**config.mk**
```make
export PLATFORM = sky130hd
export DESIGN_NAME = la_sequencer
export DESIGN_NICKNAME = d
export VERILOG_FILES = /design/src/rtl/la_pkg.sv /design/src/rtl/la_seq_timer.sv /design/src/rtl/la_sequencer.sv
export SDC_FILE = /design/constraint.sdc
export NUM_CORES = 1
export LEC_CHECK = 0
export CORE_MARGIN = 5
export CORE_UTILIZATION = 30
export CTS_CLUSTER_DIAMETER = 50
export DETAILED_ROUTE_END_ITERATION = 10
export PLACE_DENSITY = 0.73
export REMOVE_ABC_BUFFERS = 1
export SLEW_MARGIN = 20
export SYNTH_ARGS = -nofsm -noshare
export SYNTH_HDL_FRONTEND = slang
export SYNTH_SLANG_ARGS = --single-unit
```
**constraint.sdc**
```tcl
create_clock -name clk -period 1.6 [get_ports clk]
set_clock_uncertainty 0.1 [all_clocks]
set_input_delay 0.16 -clock clk [delete_from_list [all_inputs] [get_ports clk]]
set_output_delay 0.16 -clock clk [all_outputs]
set_load 0.02 [all_outputs]
```
**src/rtl/la_pkg.sv**
```systemverilog
// rtl/la_pkg.sv - shared states, default command bytes and status-byte layout for the logic analyser sequencer
package la_pkg;

  typedef enum logic [2:0] {
    ST_IDLE     = 3'd0,
    ST_ARMED    = 3'd1,
    ST_CAPTURE  = 3'd2,
    ST_TRANSMIT = 3'd3,
    ST_STATUS   = 3'd4
  } state_t;

  localparam logic [7:0] CMD_ARM_DEF    = 8'h41;
  localparam logic [7:0] CMD_ABORT_DEF  = 8'h58;
  localparam logic [7:0] CMD_STATUS_DEF = 8'h53;

  localparam int STAT_TIMEOUT_BIT = 6;
  localparam int STAT_COUNT_LSB   = 0;
  localparam int STAT_COUNT_W     = 4;

  function automatic logic [7:0] status_byte(input logic timed_out,
                                             input logic [STAT_COUNT_W-1:0] count);
    logic [7:0] b;
    b = 8'h00;
    b[STAT_TIMEOUT_BIT] = timed_out;
    b[STAT_COUNT_LSB +: STAT_COUNT_W] = count;
    return b;
  endfunction

endpackage

```
**src/rtl/la_seq_timer.sv**
```systemverilog
// rtl/la_seq_timer.sv - loadable down-counter; expired marks the last counted cycle
module la_seq_timer #(
  parameter int unsigned W = 24
) (
  input  logic         clk,
  input  logic         rst_n,
  input  logic         load,
  input  logic [W-1:0] load_value,
  input  logic         en,
  output logic         expired
);

  logic [W-1:0] count;

  always_ff @(posedge clk or negedge rst_n) begin
    if (!rst_n) begin
      count <= '0;
    end else if (load) begin
      count <= load_value;
    end else if (en && count != '0) begin
      count <= count - W'(1);
    end
  end

  // Flagging at 1 lets the owner leave on the same edge that would reach 0.
  assign expired = (count == W'(1));

endmodule

```
**src/rtl/la_sequencer.sv**
```systemverilog
// rtl/la_sequencer.sv - logic analyser run controller; LA_SEQ_TIMEOUT_EN builds the trigger timeout
module la_sequencer
  import la_pkg::*;
#(
  parameter int unsigned          TIMEOUT_W    = 24,
  parameter logic [TIMEOUT_W-1:0] TRIG_TIMEOUT = 24'd12_000_000,
  parameter logic [7:0]           CMD_ARM      = CMD_ARM_DEF,
  parameter logic [7:0]           CMD_ABORT    = CMD_ABORT_DEF,
  parameter logic [7:0]           CMD_STATUS   = CMD_STATUS_DEF
) (
  input  logic       clk,
  input  logic       rst_n,
  input  logic [7:0] rx_data,
  input  logic       rx_data_valid,
  input  logic       trig,
  output logic       grant_cap,
  input  logic       done_cap,
  output logic       grant_txd,
  input  logic       done_txd,
  input  logic [7:0] txd_data,
  input  logic       txd_valid,
  output logic       txd_ack,
  output logic [7:0] tx_data,
  output logic       tx_data_valid,
  input  logic       tx_data_ack,
  output logic       busy,
  output logic       timeout
);

  if (TRIG_TIMEOUT < TIMEOUT_W'(2)) begin : g_bad_timeout
    $error("TRIG_TIMEOUT must be 2 or more");
  end

  state_t     state, state_nxt;
  logic [3:0] capture_count;
  logic       expired;
  logic       abort_cmd;

  assign abort_cmd = rx_data_valid && (rx_data == CMD_ABORT);

`ifdef LA_SEQ_TIMEOUT_EN
  logic arm_load;
  logic timeout_q;

  assign arm_load = (state == ST_IDLE) && rx_data_valid && (rx_data == CMD_ARM);

  la_seq_timer #(.W(TIMEOUT_W)) u_timer (
    .clk        (clk),
    .rst_n      (rst_n),
    .load       (arm_load),
    .load_value (TRIG_TIMEOUT),
    .en         (state == ST_ARMED),
    .expired    (expired)
  );

  // Abort and trigger both outrank expiry, so only a clean expiry sets the flag.
  always_ff @(posedge clk or negedge rst_n) begin
    if (!rst_n) begin
      timeout_q <= 1'b0;
    end else if (arm_load) begin
      timeout_q <= 1'b0;
    end else if (state == ST_ARMED && expired && !abort_cmd && !trig) begin
      timeout_q <= 1'b1;
    end
  end

  assign timeout = timeout_q;
`else
  assign expired = 1'b0;
  assign timeout = 1'b0;
`endif

  always_ff @(posedge clk or negedge rst_n) begin
    if (!rst_n) begin
      state         <= ST_IDLE;
      capture_count <= 4'd0;
    end else begin
      state <= state_nxt;
      if (state == ST_TRANSMIT && done_txd) begin
        capture_count <= capture_count + 4'd1;
      end
    end
  end

  always_comb begin
    state_nxt     = state;
    grant_cap     = 1'b0;
    grant_txd     = 1'b0;
    txd_ack       = 1'b0;
    tx_data       = 8'h00;
    tx_data_valid = 1'b0;
    busy          = (state != ST_IDLE);
    case (state)
      ST_IDLE: begin
        if (rx_data_valid && rx_data == CMD_ARM) begin
          state_nxt = ST_ARMED;
        end else if (rx_data_valid && rx_data == CMD_STATUS) begin
          state_nxt = ST_STATUS;
        end
      end
      ST_ARMED: begin
        if (abort_cmd) begin
          state_nxt = ST_IDLE;
        end else if (trig) begin
          state_nxt = ST_CAPTURE;
        end else if (expired) begin
          state_nxt = ST_IDLE;
        end
      end
      ST_CAPTURE: begin
        grant_cap = 1'b1;
        if (done_cap) begin
          state_nxt = ST_TRANSMIT;
        end
      end
      ST_TRANSMIT: begin
        grant_txd     = 1'b1;
        tx_data       = txd_data;
        tx_data_valid = txd_valid;
        txd_ack       = tx_data_ack;
        if (done_txd) begin
          state_nxt = ST_IDLE;
        end
      end
      ST_STATUS: begin
        tx_data       = status_byte(timeout, capture_count);
        tx_data_valid = 1'b1;
        if (tx_data_ack) begin
          state_nxt = ST_IDLE;
        end
      end
      default: state_nxt = ST_IDLE;
    endcase
  end

endmodule

```
; Word level (Yosys, flattened, before mapping)
; Index checks and enable logic that the tools add are counted.
[op_classes]
n_eq_ne = 12
div = 0
n_reduce_logical = 7
n_shift = 0
mux = 13
addsub = 1
n_mul = 0
bitwise_logic = 0
n_lt_le_gt_ge = 0
[op_table]
columns = op, count
row1 = $eq A8 B7 Y1 const B, 3
row2 = $mux W3, 7
row3 = $pmux W8 S2, 1
row4 = $pmux W3 S5, 1
row5 = $eq A3 B2 Y1 const B, 2
row6 = $ne A2 B2 Y1 const B, 3
row7 = $ne A3 B3 Y1 const B, 2
row8 = $reduce_and A5 Y1, 1
row9 = $add A4 B1 Y4 const B, 1
row10 = $logic_and A1 B1 Y1, 4
row11 = $eq A3 B1 Y1 const B, 1
row12 = $eq A3 B3 Y1 const B, 1
row13 = $logic_not A3 Y1, 1
row14 = $mux W1, 3
row15 = $reduce_bool A3 Y1, 1
row16 = $pmux W1 S2, 1
[totals]
mem_bits_rw = 0
memories = 0
out_inout_bits = 14
latch_bits = 0
word_cells = 35
reg_bits = 7
input_bits = 24
mem_bits_ro = 0

; Longest topological paths before layout
; Gate-level depths: netlist of the first run.
[logic_depth]
word_depth = 5
ltp_mapped = 5
ltp_nobuf = 4

; Worst setup path before layout of the first run
; Ideal clock, no wire load.
[synth_path]
path_kind = register to output
startpoint = reg state[2]
endpoint = out tx_data[0]
path_slack_ns = -0.017
arrival_time_ns = 1.357
required_time_ns = 1.340
path_stages_with_launch = 4
n_path_buf = 1
cell_sequence = dfrtp_1 and3b_2 clkbuf_1 a22o_1
[synth_between]
elab_chain_len = 2
elab_cells_between_ends = 3
cone_classes = eq/ne: 2 / mux: 1
[synth_rtl]
columns = element, line
row1 = "start, declared", la_sequencer.sv:34  ; state_t state, state_nxt;
row2 = "start signal, assigned", la_sequencer.sv:78  ; state <= state_nxt;
row3 = $eq A3 B3 Y1 or $eq A3 B2 Y1 (tied branches), la_sequencer.sv:93  ; case (state)
row4 = $pmux W8 S2 (*), la_sequencer.sv:93
row5 = "end, declared", la_sequencer.sv:23  ; output logic [7:0] tx_data,
; Mark *: on every way between the ends. The rest lies on a longest branch, timed or not.

; Final worst setup path of the first run
[layout_path]
startpoint = reg state[0]
endpoint = reg state[0]
[layout_between]
elab_chain_len = 3
elab_cells_between_ends = 12
cone_classes = eq/ne: 9 / mux: 1 / reduce/logical: 2
[layout_rtl]
columns = element, line
row1 = "$eq A3 B1 Y1, or another cell as far along", la_sequencer.sv:93
row2 = $ne A3 B3 Y1 (no line) or $ne A2 B2 Y1 (tied branches), n/a
row3 = $reduce_and A5 Y1 (no line), n/a
; Parallel ways exist; a longest one is shown, timed or not.
; A chain may end at the register's enable or synchronous reset.

==> results of run 1 <==
==> flip-flops by register name (all words and copies together) (netlist names) <==
register	flops
capture_count	4
state	3
==> cell usage in the layout, fill, tap and decap left out, types with 2 or more instances in the layout <==
master,synthesis,final
nand2_1,2,2
and2_1,5,5
clkbuf_4,0,3
buf_6,1,5
a22o_1,4,4
nor2_1,3,3
nor4_1,2,2
inv_1,4,4
xnor2_1,2,2
clkdlybuf4s50_1,0,23
nor3_1,2,2
buf_2,0,6
dfrtp_1,7,7
nand3_1,3,3
nand2b_1,2,2
buf_4,1,18
==> logic make-up (layout without fill, tap and decap cells) <==
| logic type | count (synthesis) | after routing |
|---|---|---|
| other cells | 1 | 1 |
| compound gates | 12 | 12 |
| simple gates | 25 | 26 |
| buf+inv | 7 | 61 |
| flops | 7 | 7 |
| mux | 2 | 2 |
| xor+xnor | 3 | 3 |
| fa+ha+maj | 1 | 1 |
==> path summary, 6_finish.rpt <==
| kind | from | end | depth (start not counted) |
|---|---|---|---|
| setup / recovery | state[0]$_DFFE_PN0P_ | state[0]$_DFFE_PN0P_ | 5 |
| hold / removal | rst_n | capture_count[0]$_DFFE_PN0P_ | 1 |
| setup reg to reg | state[0]$_DFFE_PN0P_ | state[0]$_DFFE_PN0P_ | 5 |
| hold reg to reg | capture_count[2]$_DFFE_PN0P_ | capture_count[2]$_DFFE_PN0P_ | 1 |
| max in group asynchronous | rst_n | state[0]$_DFFE_PN0P_ | 1 |
| min in group clk | capture_count[2]$_DFFE_PN0P_ | capture_count[2]$_DFFE_PN0P_ | 1 |
==> stage by stage <==
step | area, um^2 | utilization (%)
2_1_floorplan | 515.5 | -
3_3_place_gp | 1012 | 59.27
3_5_place_dp | 1012 | 59.27
4_1_cts | 1027 | 60.15
5_1_grt | 1061 | 62.12
6_report | 1061 | 62.12
==> worst max-delay path, delay by kind of cell, from the launching register on <==
family | cells | cell delay (ns)
compound gates | 2 | 0.29
buf+inv | 1 | 0.14
flops | 1 | 0.42
simple gates | 2 | 0.62
==> area by class of cell <==
| type | count | share of cell area, % |
|---|---|---|
| Timing Repair Buffer | 53 | 43.40 |
| Clock buffer | 4 | 2.476 |
| Multi-Input combinational cell | 45 | 33.25 |
| Sequential cell | 7 | 16.51 |
| Inverter | 4 | 1.415 |
| Tap cell | 25 | 2.948 |
==> routing by layer <==
layer  GRT usage, %  vias to the layer above  wire [um]
met2          25.00                       26        880
met5              0                        -          0
li1               -                      325          -
met3          3.704                        4        111
met1          15.30                      303        775
met4          7.234                        0         45
==> repair_timing <==
item | 4_1_cts | 5_1_grt
buffers inserted | 1 | 2
cloned | 1 | 0
gates resized for setup | 49 | 16
pin swaps | 3 | 7
endpoints found under the setup margin | 14 | 14
==> power groups by stage <==
stage / registers, uW / clock network [uW] / logic (uW)
finish: 309 / 147 / 717
global route: 314 / 166 / 777
CTS: 299 / 154 / 668
detailed placement: 296 / 0 / 682
global placement: 292 / 0 / 674
floorplan: 305 / 0 / 310
==> out/results.tsv, run 1 <==
metric	value	unit
max-slew violation count	0	
maximum clock insertion buffer count	2	
DR pass1 iterations	4	
Finished Layout Cells	138	
Tot Pwr	1173	uW
CTS Buf Count	3	
worst skew pair latency	0.24	ns
# IOs	38	
Cells after Synth	58	
Gate power share	61.1	%
final hold slack	0.07210	ns
Port Buffers	36	
net switching power	441.1	uW
# DRC	0	
worst min path class	in2async	
PD cells	1105	mW/mm^2
register-to-register setup slack	-0.03	ns
clock-pin slew on the worst setup and hold paths	0.05	ns
num rows	15	
Setup WS post-layout	-0.03484	ns
switching share of power	37.62	%
YS warnings	0	
Worst Path Required	1.68	ns
multi-input combinational cell area	352.8	um^2
peak supply drop	0.6773	mV
prevailing post-synth register cell	dfrtp_1	
Crit Path Category	reg2reg	
crit path DAT	1.71	ns
initial antenna violation count	0	
area leader, netlist	dfrtp_1	
Tcrit/Tclk final	102.2	%
clock share of power	12.5	%
number of diodes	0	
Synth cell types	33	
H-Tree Level Count	1	
Avg WL per Cell	13.14	um
Async SR Flop Fraction	100.0	%
synthesized-area fraction occupied by adder cells	2.326	%
mux share of post-synthesis cell area	3.953	%
Sequential cell area	175.2	um^2
Via Count	658	
CP max stage delay	0.42	ns
number of global-route vias before repair	662	
FF+latch count, synth	7	
Final Hold Vio Count	0	
DIE WIDTH	52.35	um
DP HPWL	1405	um
Critical Path Sink Type	flip-flop	
layout net count	139	
max cap viols	0	
Slowest-stage cell, CP	dfrtp_1	
Area Growth Syn to Fin	97.21	%
P_leak	0.0005111	uW
Peak Freq	611.7	MHz
failing checks	negative setup slack	
die area	0.002741	mm^2
syn_area_per_cell	9.276	um^2
Core ar.	0.001708	mm^2
cell area after synthesis	538.0	um^2
top cells by area, synth	dfrtp_1 (33%), a22o_1 (6.5%), and2_1 (5.8%)	
clk sink count	7	
Synth Area in Simple Gates	30.00	%
Root Buffer	clkbuf_4	
EDFF count, synth	0	
CTS tree	built	
Routed WL	1813	um
top-count cell post-synth	dfrtp_1	
initial core utilization	31.50	%
placed cells	130	
layout cells sized above 1	34.51	%
largest net degree at the start of global routing	8	
XOR/XNOR Fraction of Synth Area	4.884	%
Compound-Gate Fraction of Synth Area	18.60	%
main combinational cell family by area after synthesis	simple AND/OR/NAND/NOR gates	
total gr overflow	0	
Seq/Total Area, Yosys	32.56	%
status	complete, but fails checks	
first-pass GRT wire length	2891	um
cts hold-fix bufs	0	
FILL cells	150	
Post-synth top cells	dfrtp_1 (7), and2_1 (5), a22o_1 (4), inv_1 (4)	
routed vias/inst	4.768	
CP Cell Sequence	buf_6, or3_4, nor4_4, a221oi_2, a21bo_1	
RSZ-0062 raised after global routing	true	
Internal	731.5	uW
post-route minimum period	1.635	ns
crit start category	flip-flop	
share of Yosys cell area claimed by the top area cell type	32.56	%
pre-CTS setup slack	-0.1744	ns
Seq pwr share	26.3	%
RD Place Congestion	0.7048	
# setup viols final	5	
total negative slack	-0.08082	ns
critical-path maximum fanout	4	
DR iter-0 viols	16	
ANT nets after route	0	
die span in y	52.35	um
GRT Total Usage	14.17	%
No activity file was read; power rests on OpenSTA's default activity.
==> inputs of run 2 (changes only) <==
- MAX_ROUTING_LAYER: unset -> met4
==> run 2 against run 1 <==
The run still ends with negative setup slack left. Largest power group unchanged. Combinational power barely moved. Non-clock buffer count did not move. First-iteration DRC count fell by 6.3%. Worst setup slack did not move. Sequential power barely moved. Clock power barely moved. Core utilization did not move. Routed wire length barely moved. Die area did not move. Final area did not move. Count of clock-buffer cells in the layout did not move.
==> out/results.tsv, run 2 (synthesis gave the netlist of run 1 again) <==
metric	value	unit	change
status	complete, but fails checks		
failing checks	negative setup slack		
crit start category	flip-flop		
maximum clock insertion buffer count	2		unchanged
worst skew pair latency	0.24	ns	about the same
worst min path class	in2async		
commonest non-fill, non-tap cell in the layout	clkdlybuf4s50_1		
CTS tree	built		
post-route minimum period	1.635	ns	unchanged
Area Growth Syn to Fin	97.21	%	unchanged
die span in y	52.35	um	unchanged
clock-pin slew on the worst setup and hold paths	0.05	ns	about the same
R2R depth	5		unchanged
RD Place Congestion	0.7126		+1.1%
# IOs	38		unchanged
register-to-register setup slack	-0.03	ns	about the same
total gr overflow	0		unchanged
FILL cells	150		unchanged
# setup viols final	5		unchanged
end of the critical path	state[0]$_DFFE_PN0P_		
layout net count	139		unchanged
Port Buffers	36		unchanged
total negative slack	-0.08204	ns	-0.001226 ns
Critical Path Sink Type	flip-flop		
CP startpoint	state[0]$_DFFE_PN0P_		
# DRC	0		unchanged
Tcrit/Tclk final	102.2	%	unchanged
max cap viols	0		unchanged
r2r endpoint	state[0]$_DFFE_PN0P_		
most frequent cells in the layout	clkdlybuf4s50_1 (23), buf_4 (18), dfrtp_1 (7), buf_2 (6)		
clk sink count	7		unchanged
worst reg2reg startpoint	state[0]$_DFFE_PN0P_		
num rows	15		unchanged
RSZ-0062 raised after global routing	true		
max-slew violation count	0		unchanged
Routed WL	1814	um	about the same
final core area utilization	62.12	%	unchanged
peak supply drop	0.6773	mV	about the same
Largest register FFs	4		unchanged
number of diodes	0		unchanged
largest net degree at the start of global routing	8		unchanged
GRT Total Usage	14.65	%	+0.48 points
Core ar.	0.001708	mm^2	unchanged
Root Buffer	clkbuf_4		
initial core utilization	31.50	%	unchanged
final hold slack	0.07210	ns	unchanged
CTS Buf Count	3		unchanged
crit path DAT	1.71	ns	about the same
Top reg by flops	capture_count		
H-Tree Level Count	1		unchanged
number of global-route vias before repair	657		-0.76%
Tot Pwr	1173	uW	about the same
pre-CTS setup slack	-0.1744	ns	unchanged
die area	0.002741	mm^2	unchanged
critical-path maximum fanout	4		unchanged
Crit Path Category	reg2reg		
Top Registers	capture_count x4, state x3		
DP HPWL	1405	um	unchanged
initial antenna violation count	0		unchanged
ANT nets after route	0		unchanged
layout cells sized above 1	34.51	%	unchanged
DR pass1 iterations	4		unchanged
Worst Path Required	1.68	ns	about the same
first-pass GRT wire length	2918	um	+0.93%
Peak Freq	611.7	MHz	unchanged
Avg WL per Cell	13.14	um	about the same
PD cells	1105	mW/mm^2	about the same
Setup WS post-layout	-0.03484	ns	unchanged
Via Count	658		unchanged
P_leak	0.0005111	uW	unchanged
DIE WIDTH	52.35	um	unchanged
DR iter-0 viols	15		-1
Final Hold Vio Count	0		unchanged
routed vias/inst	4.768		unchanged
==> run 2: repair_timing <==
action                     in CTS  in global routing
hold buffers                    0                  0
gates resized for setup        49                 16
pin swaps                       3                  7
setup endpoints to repair      14                 14
setup buffers                   1                  2
cloned                          1                  0
==> run 2: area by class of cell <==
type	count	area, um^2	share of cell area (%)
Inverter	4	15.01	1.415
Timing Repair Buffer	53	460.4	43.40
Clock buffer	4	26.28	2.476
Multi-Input combinational cell	45	352.8	33.25
Tap cell	25	31.28	2.948
Sequential cell	7	175.2	16.51
==> run 2: per-stage QoR <==
step	cells	instance area (um^2)
6_report	138	1061
3_5_place_dp	130	1012
2_1_floorplan	55	515.5
4_1_cts	136	1027
3_3_place_gp	130	1012
5_1_grt	138	1061
==> run 2: worst min-delay path by stage <==
stage	slack [ns]	end	from
2_1_floorplan	-0.24	capture_count[0]$_DFFE_PN0P_	rst_n
3_3_place_gp	0.33	capture_count[3]$_DFFE_PN0P_	rst_n
3_5_place_dp	0.33	capture_count[3]$_DFFE_PN0P_	rst_n
4_1_cts	0.08	capture_count[2]$_DFFE_PN0P_	rst_n
5_1_grt	0.09	capture_count[2]$_DFFE_PN0P_	rst_n
6_report	0.07	capture_count[0]$_DFFE_PN0P_	rst_n
==> run 2: layer usage <==
metal / up-vias / global-route usage (%) / part of all wire [%] / routed length [um]
met3: 4 / 3.704 / 6.1 / 111
met4: 0 / 7.234 / 2.5 / 45
met2: 26 / 25.00 / 49 / 880
met5: - / - / 0 / 0
li1: 325 / - / - / -
met1: 303 / 15.65 / 43 / 776
==> run 2: report_power, final <==
part	total, uW	internal [uW]	leakage, uW	switching [uW]
clock network	147	94.3	0.0000150	52.4
logic	717	402	0.000404	315
registers	309	235	0.0000919	73.8
==> run 2: critical path, stage by stage (launching register included) <==
cell and delay (ns):
dfrtp_1 0.42, buf_6 0.14, or3_4 0.40, nor4_4 0.22
a221oi_2 0.09, a21bo_1 0.20
